<file path="config.mk">
export PLATFORM = sky130hd
export DESIGN_NAME = uart_tx
export DESIGN_NICKNAME = d
export VERILOG_FILES = /design/src/rtl/uart_pkg.sv /design/src/rtl/uart_tx.sv
export SDC_FILE = /design/constraint.sdc
export NUM_CORES = 1
export LEC_CHECK = 0
export BUFFER_PORTS_ARGS = -buffer_cell sky130_fd_sc_hd__buf_2
export CAP_MARGIN = 20
export CORE_MARGIN = 5
export CORE_UTILIZATION = 58
export DETAILED_ROUTE_END_ITERATION = 12
export PLACE_DENSITY = 0.78
export SYNTH_ARGS = -nofsm -noshare
export SYNTH_HDL_FRONTEND = slang
export SYNTH_SLANG_ARGS = --single-unit
export TNS_END_PERCENT = 1
</file>
<file path="constraint.sdc">
create_clock -name clk -period 2.4 [get_ports clk]
set_clock_uncertainty 0.15 [all_clocks]
set_input_delay 0.24 -clock clk [delete_from_list [all_inputs] [get_ports clk]]
set_output_delay 0.24 -clock clk [all_outputs]
set_load 0.005 [all_outputs]
</file>
<file path="src/rtl/uart_pkg.sv">
// ---------------------------------------------------------------------------
// uart_pkg
// Shared types and constants for the UART transmitter.
//
// Contents:
//   tx_state_t          transmitter FSM state (IDLE, TRANSMIT)
//   FRAME_BITS          bits per frame on the line (10, or 11 with parity)
//   DEFAULT_BAUD_CYCLES clocks per bit, matches the receiver full-baud reload
//   IDLE_LEVEL          line level when idle and for the stop bit
//   frame_load()        builds the shift-register image for one byte
//
// Build option: define UART_TX_PARITY_EN to insert an even parity bit
// between D7 and the stop bit (external-host link only; the current
// receiver does not understand it).
// ---------------------------------------------------------------------------
package uart_pkg;

    typedef enum logic {
        IDLE,
        TRANSMIT
    } tx_state_t;

    localparam int unsigned DEFAULT_BAUD_CYCLES = 34;
    localparam logic        IDLE_LEVEL          = 1'b1;

`ifdef UART_TX_PARITY_EN
    localparam int unsigned FRAME_BITS = 11;
`else
    localparam int unsigned FRAME_BITS = 10;
`endif

    // LSB goes out first: start bit, D0..D7, [parity], stop bit.
    function automatic logic [FRAME_BITS-1:0] frame_load(input logic [7:0] data);
`ifdef UART_TX_PARITY_EN
        return {IDLE_LEVEL, ^data, data, 1'b0};
`else
        return {IDLE_LEVEL, data, 1'b0};
`endif
    endfunction

endpackage

</file>
<file path="src/rtl/uart_tx.sv">
// ---------------------------------------------------------------------------
// uart_tx
// UART transmitter: 1 start bit, 8 data bits LSB first, 1 stop bit. A
// one-entry holding register accepts the next byte while a frame is on the
// line so consecutive frames go out with no idle gap.
//
// Parameters:
//   BAUD_CYCLES  clocks per bit period (2..63)
//
// Ports:
//   clk        in   system clock, all flops on posedge
//   rst        in   synchronous active-high reset
//   trmt       in   single-cycle request to send tx_data
//   tx_data    in   byte to send, sampled only when trmt is accepted
//   TX         out  serial line, registered, idles high
//   busy       out  high while a frame (start through stop) is on TX
//   hold_full  out  holding register occupied
//   tx_done    out  sticky, set when a frame ends with nothing following
//
// Build option: UART_TX_PARITY_EN adds an even parity bit (11-bit frame).
// ---------------------------------------------------------------------------
module uart_tx
    import uart_pkg::*;
#(
    parameter int unsigned BAUD_CYCLES = DEFAULT_BAUD_CYCLES
) (
    input  logic       clk,
    input  logic       rst,
    input  logic       trmt,
    input  logic [7:0] tx_data,
    output logic       TX,
    output logic       busy,
    output logic       hold_full,
    output logic       tx_done
);

    localparam logic [5:0] BAUD_RELOAD = 6'(BAUD_CYCLES - 1);
    localparam logic [3:0] LAST_BIT    = 4'(FRAME_BITS - 1);

    tx_state_t             r_state;
    logic [FRAME_BITS-1:0] r_shift;
    logic [5:0]            r_baud_cnt;
    logic [3:0]            r_bit_cnt;
    logic [7:0]            r_hold;
    logic                  r_hold_full;
    logic                  r_busy;
    logic                  r_tx_done;

    logic w_shift;
    logic w_frame_end;

    assign w_shift     = (r_state == TRANSMIT) && (r_baud_cnt == 6'd0);
    assign w_frame_end = w_shift && (r_bit_cnt == LAST_BIT);

    always_ff @(posedge clk) begin
        if (rst) begin
            r_state     <= IDLE;
            r_shift     <= {FRAME_BITS{IDLE_LEVEL}};
            r_baud_cnt  <= 6'd0;
            r_bit_cnt   <= 4'd0;
            r_hold      <= 8'h00;
            r_hold_full <= 1'b0;
            r_busy      <= 1'b0;
            r_tx_done   <= 1'b0;
        end else begin
            case (r_state)
                IDLE: begin
                    if (trmt) begin
                        r_shift    <= frame_load(tx_data);
                        r_baud_cnt <= BAUD_RELOAD;
                        r_bit_cnt  <= 4'd0;
                        r_busy     <= 1'b1;
                        r_tx_done  <= 1'b0;
                        r_state    <= TRANSMIT;
                    end
                end

                TRANSMIT: begin
                    // A request landing on the frame-end cycle with the hold
                    // empty starts the next frame directly instead.
                    if (trmt && !r_hold_full && !w_frame_end) begin
                        r_hold      <= tx_data;
                        r_hold_full <= 1'b1;
                    end

                    if (w_frame_end) begin
                        r_baud_cnt <= BAUD_RELOAD;
                        r_bit_cnt  <= 4'd0;
                        if (r_hold_full) begin
                            // Start bit follows the stop bit with no idle cycle.
                            r_shift     <= frame_load(r_hold);
                            r_hold_full <= 1'b0;
                        end else if (trmt) begin
                            r_shift <= frame_load(tx_data);
                        end else begin
                            r_shift   <= {IDLE_LEVEL, r_shift[FRAME_BITS-1:1]};
                            r_busy    <= 1'b0;
                            r_tx_done <= 1'b1;
                            r_state   <= IDLE;
                        end
                    end else if (w_shift) begin
                        r_shift    <= {IDLE_LEVEL, r_shift[FRAME_BITS-1:1]};
                        r_baud_cnt <= BAUD_RELOAD;
                        r_bit_cnt  <= r_bit_cnt + 4'd1;
                    end else begin
                        r_baud_cnt <= r_baud_cnt - 6'd1;
                    end
                end

                default: r_state <= IDLE;
            endcase
        end
    end

    assign TX        = r_shift[0];
    assign busy      = r_busy;
    assign hold_full = r_hold_full;
    assign tx_done   = r_tx_done;

endmodule
</file>
Word level (Yosys, flattened, before mapping):

Index checks and enable logic that the tools add are counted.

* muxes and demuxes: 31
* reduce and logical (&&, ||, !) cells: 10
* bitwise logic cells: 1
* eq/ne operators: 6
* $add $sub $neg: 2

Operators with widths (count)
* 10-bit 2-to-1 mux: 3
* 10-bit one-hot mux with 2 select lines: 1
* 6-bit 2-to-1 mux: 3
* 9-bit 2-to-1 mux: 2
* 1-bit 2-to-1 mux: 14
* 4-bit 2-to-1 mux: 3
* 6-bit one-hot mux with 2 select lines: 1
* 4-bit one-hot mux with 2 select lines: 1
* 6-bit zero test: 1
* 2-bit inequality test, second input constant: 3
* 1-bit one-hot mux with 2 select lines: 3
* 6-bit by 1-bit subtractor with 6-bit output, second input constant: 1
* 4-bit by 1-bit adder with 4-bit output, second input constant: 1
* 4-bit == test, second input constant: 1
* 1-bit logical AND: 4
* 2-bit AND reduction: 2
* 4-bit AND reduction: 1
* 3-bit by 1-bit inequality test with 1-bit output, second input constant: 1
* 1-bit zero test: 2
* 2-bit by 1-bit inequality test with 1-bit output, second input constant: 1
* 1-bit inverter: 1

* output and inout port bits: 4
* logic and storage cells: 58
* bits of input ports: 11
* bits in registers: 32

Depth between registers and ports, before layout:

Gate-level depths: netlist (run 1).

* depth after elaboration: 8
* mapped depth: 8
* mapped depth without buffers: 6

Worst setup path before layout (run 1):

OpenSTA, ideal clock, no wires.

* kind: register to register
* from: reg r_baud_cnt[0]
* to: reg r_shift[2]
* library setup time: 122 ps
* required time: 2128 ps
* period minus slack after synthesis: 1997 ps
* data arrival time: 1725 ps
* path slack: 403 ps
* stages on the path, launching flop included: 8
* buffers on the path: 1
* cell sequence: dfxtp_1 inv_1 ha_1 or4b_4 buf_6 o31ai_2 o211ai_1 a221o_1

* longest elaborated chain between the ends: 5
* elaborated cells between the ends (all ways): 7
* classes of those cells: eq/ne (1); mux (2); reduce/logical (4)

RTL lines
* start: declaration: RTL line uart_tx.sv:42 `logic [5:0] r_baud_cnt;`
* start signal: assignment: RTL line uart_tx.sv:106 `r_baud_cnt <= r_baud_cnt - 6'd1;`
* 6-bit zero test (*): RTL line uart_tx.sv:52 `assign w_shift = (r_state == TRANSMIT) && (r_baud_cnt == 6'd0);`
* 1-bit logical AND (*): RTL line uart_tx.sv:52
* 1-bit logical AND: RTL line uart_tx.sv:53 `assign w_frame_end = w_shift && (r_bit_cnt == LAST_BIT);`
* 10-bit 2-to-1 mux / 3-bit by 1-bit inequality test with 1-bit output (equally long branches)
* 10-bit one-hot mux with 2 select lines / 2-bit AND reduction (equally long branches)
* end signal: assignment: RTL line uart_tx.sv:58 `r_shift <= {FRAME_BITS{IDLE_LEVEL}};`
* end signal: assignment: RTL line uart_tx.sv:69 `r_shift <= frame_load(tx_data);`
* end signal: assignment: RTL line uart_tx.sv:91 `r_shift <= frame_load(r_hold);`
* end: declaration: RTL line uart_tx.sv:41 `logic [FRAME_BITS-1:0] r_shift;`

Mark *: on every way between the ends. The rest lies on a longest branch, timed or not.
A chain may end at the register's enable or synchronous reset.

Worst setup path in the final report (run 1):

* from: reg r_baud_cnt[0]
* to: reg r_bit_cnt[2]

* longest elaborated chain between the ends: 5
* elaborated cells between the ends (all ways): 7
* classes of those cells: eq/ne (1); mux (2); reduce/logical (4)

RTL lines
* 6-bit zero test (*): RTL line uart_tx.sv:52
* 1-bit logical AND (*): RTL line uart_tx.sv:52
* 1-bit logical AND: RTL line uart_tx.sv:53
* 4-bit 2-to-1 mux / 3-bit by 1-bit inequality test with 1-bit output (equally long branches)
* 4-bit one-hot mux with 2 select lines / 2-bit AND reduction (equally long branches)
* end signal: assignment: RTL line uart_tx.sv:104 `r_bit_cnt <= r_bit_cnt + 4'd1;`
* end: declaration: RTL line uart_tx.sv:43 `logic [3:0] r_bit_cnt;`

Marked as above.

==> flow_summary.yaml, run 1 <==
sta:
  drv_slew: 0
  rsz0062_at_grt: "false"
  setup_viol: 0
  holdWs_ns: 0.02856
  finalWorstSetupSlack_ns: 0.2403
  max_slew.worst_pin.slew_ns: 0.5724
  period_minus_slack_ns: 2.160
  fmax_ghz: 0.4630
  hold_viol_final: 0
  max-slew-margin-rel: 0.6184
  period_share: 0.8999
  fin_tns_setup_ns: 0
final_layout:
  fin_area_mm2: 0.001881
  drive_above_1_share: 0.2233
  fin_cells: 237
  finalNetCount: 220
  antenna_cells: 0
  area_delta_synth_final_pct: 9.548
  fin_util: 0.6704
setup_path:
  r2r_cells: 6
  cp_slowest_cell: "nand3_1"
  arrival_ns: 2.21
  end_kind: "register"
  crit_path_max_incr_delay_ns: 0.44
  r2r_end: "r_bit_cnt[2]$_SDFFE_PP0P_"
  critical_path.cell_chain: "inv_1 > ha_1 > nor4b_2 > nand3_1 > a22oi_1 > a211oi_1"
  critPathRequiredTime_ns: 2.45
  critical_path_class: "register to register"
  worstSetupStartpointType: "register"
  reg2reg_from: "r_baud_cnt[0]$_SDFFE_PP0P_"
  r2r_setup_slack_ns: 0.24
  critPathMaxFanout: 9
clocking:
  clk_pin_slew_ns: 0.09
  cts_resized: 0
  ctsHtreeMaxLevel: 2
  cts_tree: "built"
  cts_num_sinks: 31
  cts_buffers: 5
  clockRootBuffer: "clkbuf_4"
  cts_hold_buf: 0
  cts.path.max_buffers: 2
  postCtsSetupBuffers: 0
  clk_latency_ns: 0.33
worst_hold_path:
  hold_class: "input pin to register"
  worstHoldEndpoint: "r_hold[2]$_SDFFE_PP0P_"
  hold_start: "tx_data[2]"
  whs_path_depth: 3
floorplanning:
  rows: 19
  die_area_mm2: 0.004148
  coreArea_mm2: 0.002805
  dieWidth_um: 64.41
  io_pins: 15
  die_h_um: 64.41
  start_util: 0.6120
detailed_routing:
  postRouteAntennaNets: 0
  wire_per_inst_um: 15.73
  finalWirelength_um: 3727
  viasPerCell: 6.181
  via_count: 1465
  drtIter0Drc: 66
  firstDrtPassIters: 4
  drc: 0
power:
  ir_worst_vdd_mv: 0.5268
  leakage_nw: 0.7119
  p_per_area_mw_per_mm2: 639.7
  p_total_mw: 1.203
global_route:
  gr-total-overflow: 0
  grt_pass1_vias: 1440
  grt_pass1_wl_um: 6575
  antenna_found_initial: 0
  grt_max_degree: 29
  grt_usage: 0.1966
synth:
  syn-cell-area_mm2: 0.001717
  syn-num-nets: 206
  async_flop_share: 0
  synth_ff_type: "dfxtp_1"
  synth.avg_cell_area_um2: 8.988
  synth_edf_count: 0
  ys_ff_latch: 31
  syn_inst: 191
  yosys_warnings: 0
  seq_area_frac_synth: 0.3615
  synth_cell_types: 38
place:
  gp_congestion: 0.8310
  post-place-ws_ns: 0.2766
  placed_cell_area_mm2: 0.001812
  port_buffers: 14
  dp_hpwl_um: 2691
  place.detailed.instances: 229
run_status:
  status: "finished, final reports clean"
job:
  cap_viol_max_count: 0
## power by group
part           leakage, nW  internal, mW  total, mW  switching, mW
sequential           0.255         0.554      0.591         0.0369
combinational        0.419         0.122      0.271          0.149
clock               0.0386         0.172      0.341          0.169
total                0.712         0.848       1.20          0.355
## kinds of logic (layout without fill, tap and decap cells)
| group | count (synthesis) | after routing | synth area share |
|---|---|---|---|
| simple gates | 60 | 60 | 0.1786 |
| xor+xnor | 4 | 4 | 0.02041 |
| flops | 31 | 31 | 0.3615 |
| buf+inv | 22 | 37 | 0.05612 |
| compound gates | 48 | 48 | 0.2208 |
| fa+ha+maj | 4 | 4 | 0.02916 |
| mux | 22 | 22 | 0.1334 |
## worst max-delay path: cells and delay by family (launching register included)
family                   cells  cell delay (ns)
AO/OA/AOI/OAI                2             0.41
adder cells (fa/ha/maj)      1             0.19
buffers and inverters        1             0.09
flip-flops                   1             0.32
AND/OR/NAND/NOR              2             0.87
## routing by layer
metal	track usage	routed length, um	vias up
met3	0.05779	233	5
met1	0.2479	1659	697
met4	0.06069	35	0
met2	0.3235	1798	41
met5	0	0	-
li1	-	-	722
## cell usage in the layout (no fill, tap or decap), drive strengths merged, types with 4 or more instances in the layout
cell type  instances
a21oi             11
a221o              7
buf               21
clkbuf             8
dfxtp             31
ha                 4
inv                8
mux2               7
mux2i             15
nand2              4
nor2              32
nor2b              5
o211ai             7
o21ai              6
o31ai              7
## area by class of cell
class | count | area, um^2
well taps | 31 | 38.79
flip-flops and latches | 31 | 620.6
clock buffers | 8 | 68.82
multi-input cells | 138 | 999.7
repair buffers | 21 | 122.6
inverters | 8 | 30.03
fillers | 228 | 924.6
## cell usage after synthesis (2+ instances only)
| library cell | instances | area share |
|---|---|---|
| nor2_1 | 32 | 0.070 |
| dfxtp_1 | 31 | 0.36 |
| mux2i_1 | 15 | 0.087 |
| a21oi_1 | 11 | 0.032 |
| inv_1 | 8 | 0.017 |
| a221o_1 | 7 | 0.041 |
| clkbuf_1 | 7 | 0.015 |
| mux2_2 | 7 | 0.046 |
| o211ai_1 | 7 | 0.031 |
| o31ai_2 | 7 | 0.051 |
| o21ai_0 | 6 | 0.017 |
| buf_2 | 5 | 0.015 |
| nor2b_1 | 5 | 0.018 |
| ha_1 | 4 | 0.029 |
| nand2_1 | 4 | 0.0087 |
| a211oi_1 | 3 | 0.013 |
| nand3_1 | 3 | 0.0087 |
| nor3_1 | 3 | 0.0087 |
| or3_1 | 3 | 0.011 |
| xnor2_1 | 3 | 0.015 |
| nand3b_1 | 2 | 0.0087 |
| nor4_1 | 2 | 0.0073 |
## flip-flops by register name (all words and copies together), names as in the netlist
signal and count:
r_state 1, r_baud_cnt 6, hold_full 1, busy 1
tx_done 1, r_bit_cnt 4, r_shift 9, r_hold 8
## worst max path at each step
| stage | startpoint | endpoint | slack [ns] | cells after the start |
|---|---|---|---|---|
| after floorplan | r_baud_cnt[0]$_SDFFE_PP0P_ | r_shift[2]$_SDFFE_PP1P_ | 0.40 | 7 |
| after detailed placement | r_baud_cnt[0]$_SDFFE_PP0P_ | r_shift[3]$_SDFFE_PP1P_ | 0.28 | 6 |
| final | r_baud_cnt[0]$_SDFFE_PP0P_ | r_bit_cnt[2]$_SDFFE_PP0P_ | 0.24 | 6 |
| after CTS | r_baud_cnt[0]$_SDFFE_PP0P_ | r_shift[7]$_SDFFE_PP1P_ | 0.25 | 6 |
| after global routing | r_baud_cnt[0]$_SDFFE_PP0P_ | r_bit_cnt[2]$_SDFFE_PP0P_ | 0.07 | 6 |
| after global placement | r_baud_cnt[0]$_SDFFE_PP0P_ | r_shift[7]$_SDFFE_PP1P_ | 0.33 | 6 |
(Power assumes the default switching activity.)
==> run 2, diff against run 1 <==
--- a/config.mk
+++ b/config.mk
@@ -11,6 +11,7 @@
 export CORE_UTILIZATION = 58
 export DETAILED_ROUTE_END_ITERATION = 12
 export PLACE_DENSITY = 0.78
+export REMOVE_ABC_BUFFERS = 1
 export SYNTH_ARGS = -nofsm -noshare
 export SYNTH_HDL_FRONTEND = slang
 export SYNTH_SLANG_ARGS = --single-unit
==> run 2 against run 1 <==
  * Via count rose by 0.55%
  * Final cell count is 0.42% lower
  * Die area did not move
  * Sequential share of layout area is 0.36 points higher
  * Sequential power up 0.7%
  * Power is 5.6% lower
  * Routed wire length up 2.4%
  * First-iteration DRC count increased by 53%
  * Critical path type unchanged
  * Largest power group unchanged
==> flow_summary.yaml, run 2 (same netlist as run 1, synthesis figures left out) <==
place:
  gp_congestion: 0.8156
  dp_hpwl_um: 2755
  port_buffers: 14
  place.detailed.instances: 230
  placed_cell_area_mm2: 0.001819
sta:
  max-slew-margin-rel: 0.5273
  setup_viol: 0
  fin_tns_setup_ns: 0
  period_share: 0.8857
  max_slew.worst_pin.slew_ns: 0.7080
  drv_slew: 0
  rsz0062_at_grt: "false"
  period_minus_slack_ns: 2.126
  hold_viol_final: 0
  fmax_ghz: 0.4704
  holdWs_ns: 0.02009
setup_path:
  end_kind: "register"
  critPathMaxFanout: 11
  arrival_ns: 2.21
  worstSetupStartpointType: "register"
  critPathRequiredTime_ns: 2.48
  critical_path_class: "register to register"
clocking:
  ctsHtreeMaxLevel: 2
  cts_tree: "built"
  postCtsSetupBuffers: 0
  cts_resized: 0
  clk_latency_ns: 0.34
  cts_hold_buf: 0
  cts_num_sinks: 31
  cts.path.max_buffers: 2
  clockRootBuffer: "clkbuf_4"
  clk_pin_slew_ns: 0.09
  cts_buffers: 5
run_status:
  status: "finished, final reports clean"
floorplanning:
  start_util: 0.6120
  coreArea_mm2: 0.002805
  io_pins: 15
  rows: 19
  die_area_mm2: 0.004148
  dieWidth_um: 64.41
  die_h_um: 64.41
final_layout:
  layout_common_cells: "nor2_1 (32), dfxtp_1 (31), mux2i_1 (15)"
  final-seq-area_um2: 620.6
  final_common_cell: "nor2_1"
  drive_above_1_share: 0.2195
  reg.largest.list: "r_shift x9, r_hold x8, r_baud_cnt x6"
  fill_cells: 252
  fin_area_mm2: 0.001861
  multi_input_comb_area_um2: 999.7
  antenna_cells: 0
  finalNetCount: 221
  largest_reg_flops: 9
  area_delta_synth_final_pct: 8.382
  top_register: "r_shift"
  fin_cells: 236
worst_hold_path:
  hold_class: "input pin to register"
power:
  ir_worst_vdd_mv: 0.4387
  leakage_nw: 0.7026
  p_per_area_mw_per_mm2: 610.6
detailed_routing:
  finalWirelength_um: 3815
  postRouteAntennaNets: 0
  drtIter0Drc: 101
  via_count: 1473
  drc: 0
  wire_per_inst_um: 16.17
  firstDrtPassIters: 7
  viasPerCell: 6.242
global_route:
  grt_pass1_vias: 1527
  antenna_found_initial: 0
  grt_max_degree: 29
  grt_usage: 0.2087
  grt_pass1_wl_um: 6817
  gr-total-overflow: 0
job:
  cap_viol_max_count: 0
==> run 2: cell types whose count changed in the layout (fill, tap and decap cells not counted) <==
| cell | change |
|---|---|
| buf_4 | +1 |
| clkbuf_8 | -2 |
==> run 2: path summary, 6_finish.rpt <==
path	start	endpoint	slack (ns)	cells after the start
setup reg to reg	r_baud_cnt[0]$_SDFFE_PP0P_	r_shift[5]$_SDFFE_PP1P_	0.27	6
hold reg to reg	r_shift[0]$_SDFFE_PP1P_	r_shift[0]$_SDFFE_PP1P_	0.34	2
hold / removal	tx_data[2]	r_hold[2]$_SDFFE_PP0P_	0.02	3
setup / recovery	r_baud_cnt[0]$_SDFFE_PP0P_	r_shift[5]$_SDFFE_PP1P_	0.27	6
==> run 2: stage by stage <==
step,utilization,power [mW],setup WS (ns)
finish,0.6632,1.136,0.2743
global route,0.6632,1.214,0.1303
CTS,0.6632,1.145,0.2709
detailed placement,0.6485,0.8735,0.2891
global placement,0.6485,0.8601,0.3562
floorplan,-,0.7847,0.1681
==> run 2: worst max-delay path, stage by stage, from the launching register on <==
cell	delay, ns
dfxtp_1	0.32
inv_1	0.09
ha_1	0.19
or4b_4	0.58
o31ai_2	0.27
o211ai_1	0.13
a221o_1	0.30
==> run 2: power by group <==
part           switching (mW)  total, mW  internal [mW]
Clock                   0.167      0.271          0.104
Sequential             0.0412      0.595          0.554
Combinational           0.143      0.270          0.127
==> run 2: layer usage <==
metal | global-route usage | share of wire | up-vias
met4 | 0.08179 | 0.020 | 0
met3 | 0.06480 | 0.061 | 11
li1 | - | - | 715
met5 | 0 | 0 | -
met2 | 0.3673 | 0.49 | 46
met1 | 0.2340 | 0.43 | 701
==> run 2: area by class of cell <==
class | count | area share
sequential | 31 | 0.3336
multi-input combinational | 138 | 0.5373
inverter | 8 | 0.01614
timing repair buffer | 22 | 0.06994
tap | 31 | 0.02085
clock buffer | 6 | 0.02219
==> run 3, diff against run 2 <==
--- a/config.mk
+++ b/config.mk
@@ -7,10 +7,13 @@
 export LEC_CHECK = 0
 export BUFFER_PORTS_ARGS = -buffer_cell sky130_fd_sc_hd__buf_2
 export CAP_MARGIN = 20
+export CELL_PAD_IN_SITES_DETAIL_PLACEMENT = 1
+export CELL_PAD_IN_SITES_GLOBAL_PLACEMENT = 2
 export CORE_MARGIN = 5
-export CORE_UTILIZATION = 58
+export CORE_UTILIZATION = 36
 export DETAILED_ROUTE_END_ITERATION = 12
-export PLACE_DENSITY = 0.78
+export GPL_TIMING_DRIVEN = 0
+export PLACE_DENSITY = 0.83
 export REMOVE_ABC_BUFFERS = 1
 export SYNTH_ARGS = -nofsm -noshare
 export SYNTH_HDL_FRONTEND = slang
==> run 3 against run 2 <==
  * Global-route usage fell by 6.3 points
  * Routed wire length rose by 8.9%
  * Hold slack improved by 0.039 ns
  * Non-clock buffer count fell by 8
  * Via count fell by 2.6%
  * Critical path depth did not move
  * Final cell count rose by 7.2%
  * Clock power rose by 99%
  * Critical path type unchanged
==> flow_summary.yaml, run 3 (same netlist as run 1, synthesis figures left out) <==
final_layout:
  drive_above_1_share: 0.2161
  largest_reg_flops: 9
  reg.largest.list: "r_shift x9, r_hold x8, r_baud_cnt x6"
  top_register: "r_shift"
  area_delta_synth_final_pct: 12.03
  final_common_cell: "nor2_1"
  layout_common_cells: "nor2_1 (32), dfxtp_1 (30), mux2i_1 (15)"
  antenna_cells: 0
  finalNetCount: 213
clocking:
  cts_num_sinks: 31
  ctsHtreeMaxLevel: 2
  cts_tree: "built"
  postCtsSetupBuffers: 0
  clk_pin_slew_ns: 0.07
  cts.path.max_buffers: 2
  clockRootBuffer: "clkbuf_8"
  cts_hold_buf: 0
  clk_latency_ns: 0.29
  cts_buffers: 5
power:
  switchingPower_mw: 0.3925
  p_total_mw: 1.397
  p_per_area_mw_per_mm2: 726.5
  p_int_mw: 1.005
  ir_worst_vdd_mv: 0.3561
  power.share.clock: 0.385
  comb_power_share: 0.184
  pwr-share-seq: 0.431
  leakage_nw: 0.7029
  swShare: 0.2809
global_route:
  grt_usage: 0.1454
  gr-total-overflow: 0
  grt_max_degree: 29
  grt_pass1_wl_um: 7113
  antenna_found_initial: 0
  grt_pass1_vias: 1510
sta:
  drv_slew: 0
  max-slew-margin-rel: 0.4637
  fmax_ghz: 0.4396
  hold_viol_final: 0
  setup_viol: 0
  period_share: 0.9479
  rsz0062_at_grt: "false"
  period_minus_slack_ns: 2.275
  fin_tns_setup_ns: 0
  max_slew.worst_pin.slew_ns: 0.8019
setup_path:
  reg2reg_from: "r_baud_cnt[0]$_SDFFE_PP0P_"
  r2r_cells: 6
  end_kind: "register"
  critical-path-top-delay-family: "simple AND/OR/NAND/NOR gates"
  path_buf_inv: 1
  critical_path_class: "register to register"
  critPathRequiredTime_ns: 2.45
  worstSetupStartpointType: "register"
  crit_path_max_incr_delay_ns: 0.55
  r2r_end: "r_bit_cnt[2]$_SDFFE_PP0P_"
  critPathMaxFanout: 20
  critical_path.cell_chain: "inv_1 > ha_1 > nor4b_2 > a21oi_4 > or3_1 > a211oi_1"
  r2r_setup_slack_ns: 0.13
  arrival_ns: 2.32
  cp_slowest_cell: "nor4b_2"
worst_hold_path:
  worstHoldEndpoint: "r_shift[8]$_SDFFE_PP1P_"
  whs_path_depth: 3
  hold_start: "tx_data[7]"
  hold_class: "input pin to register"
detailed_routing:
  top_layer_used: "met4"
  drtIter0Drc: 58
  wl_met3_um: 138
  dr_wl_met2_um: 2019
  wl_met1_um: 1896
  finalWirelength_um: 4154
  firstDrtPassIters: 4
  postRouteAntennaNets: 0
  viasPerCell: 5.668
  wire_per_inst_um: 16.42
  via_count: 1434
  drc: 0
job:
  cap_viol_max_count: 0
place:
  gp_congestion: 0.7486
  port_buffers: 14
  dp_hpwl_um: 2867
floorplanning:
  dieWidth_um: 79.06
  start_util: 0.3683
  io_pins: 15
  die_area_mm2: 0.006250
  coreArea_mm2: 0.004661
  die_h_um: 79.06
  rows: 25
run_status:
  status: "finished, final reports clean"
-- run 3: cell type report --
class                   count  area [um^2]
well taps                  54        67.56
clock inverters             2        35.03
inverters                   8        30.03
multi-input cells         138         1016
fillers                   554         2738
clock buffers               6        82.58
flip-flops and latches     31        621.8
repair buffers             14        70.07
-- run 3: per-stage QoR --
| stage | worst slack (ns) | hold WS (ns) | instance area, um^2 | util | instances |
|---|---|---|---|---|---|
| after floorplan | 0.1681 | 0.1591 | 1650 | - | 177 |
| after global placement | -0.5787 | 0.3146 | 1788 | 0.3836 | 245 |
| after detailed placement | -0.1615 | 0.3072 | 1792 | 0.3844 | 245 |
| after CTS | 0.1152 | 0.05576 | 1918 | 0.4115 | 253 |
| after global routing | 0.0002334 | 0.06319 | 1923 | 0.4126 | 253 |
| final | 0.1251 | 0.05897 | 1923 | 0.4126 | 253 |
-- run 3: worst register-to-register path, delay by kind of cell, from the launching register on --
| kind | cells | cell delay (ns) |
|---|---|---|
| AND/OR/NAND/NOR | 2 | 0.93 |
| AO/OA/AOI/OAI | 2 | 0.51 |
| buffers and inverters | 1 | 0.09 |
| adder cells (fa/ha/maj) | 1 | 0.18 |
| flip-flops | 1 | 0.32 |
-- run 3: power groups by stage --
stage               combinational [mW]  sequential [mW]  clock [mW]
finish                           0.258            0.602       0.538
global route                     0.289            0.608       0.583
CTS                              0.261            0.602       0.553
detailed placement               0.256            0.613           0
global placement                 0.243            0.611           0
floorplan                        0.184            0.600           0
-- run 3: how the worst max path moves through the flow --
| stage | cells past startpoint | slack [ns] | end | from |
|---|---|---|---|---|
| global route | 6 | 0.0002 | r_hold[5]$_SDFFE_PP0P_ | r_baud_cnt[0]$_SDFFE_PP0P_ |
| global placement | 4 | -0.58 | r_shift[1]$_SDFFE_PP1P_ | r_state$_SDFF_PP0_ |
| CTS | 6 | 0.12 | r_shift[1]$_SDFFE_PP1P_ | r_baud_cnt[0]$_SDFFE_PP0P_ |
| detailed placement | 4 | -0.16 | r_shift[7]$_SDFFE_PP1P_ | r_state$_SDFF_PP0_ |
| floorplan | 4 | 0.17 | r_shift[1]$_SDFFE_PP1P_ | r_state$_SDFF_PP0_ |
| finish | 6 | 0.13 | r_bit_cnt[2]$_SDFFE_PP0P_ | r_baud_cnt[0]$_SDFFE_PP0P_ |
-- run 3: metal layers --
layer / track usage / up-vias
met5: 0 / -
met4: 0.07216 / 0
met3: 0.03741 / 9
met2: 0.2424 / 19
met1: 0.1725 / 706
li1: - / 700
-- run 3: repair_timing --
item / CTS / global route
gates resized for setup: 2 / 1
pin swaps: 0 / 0
endpoints found under the setup margin: 10 / 3
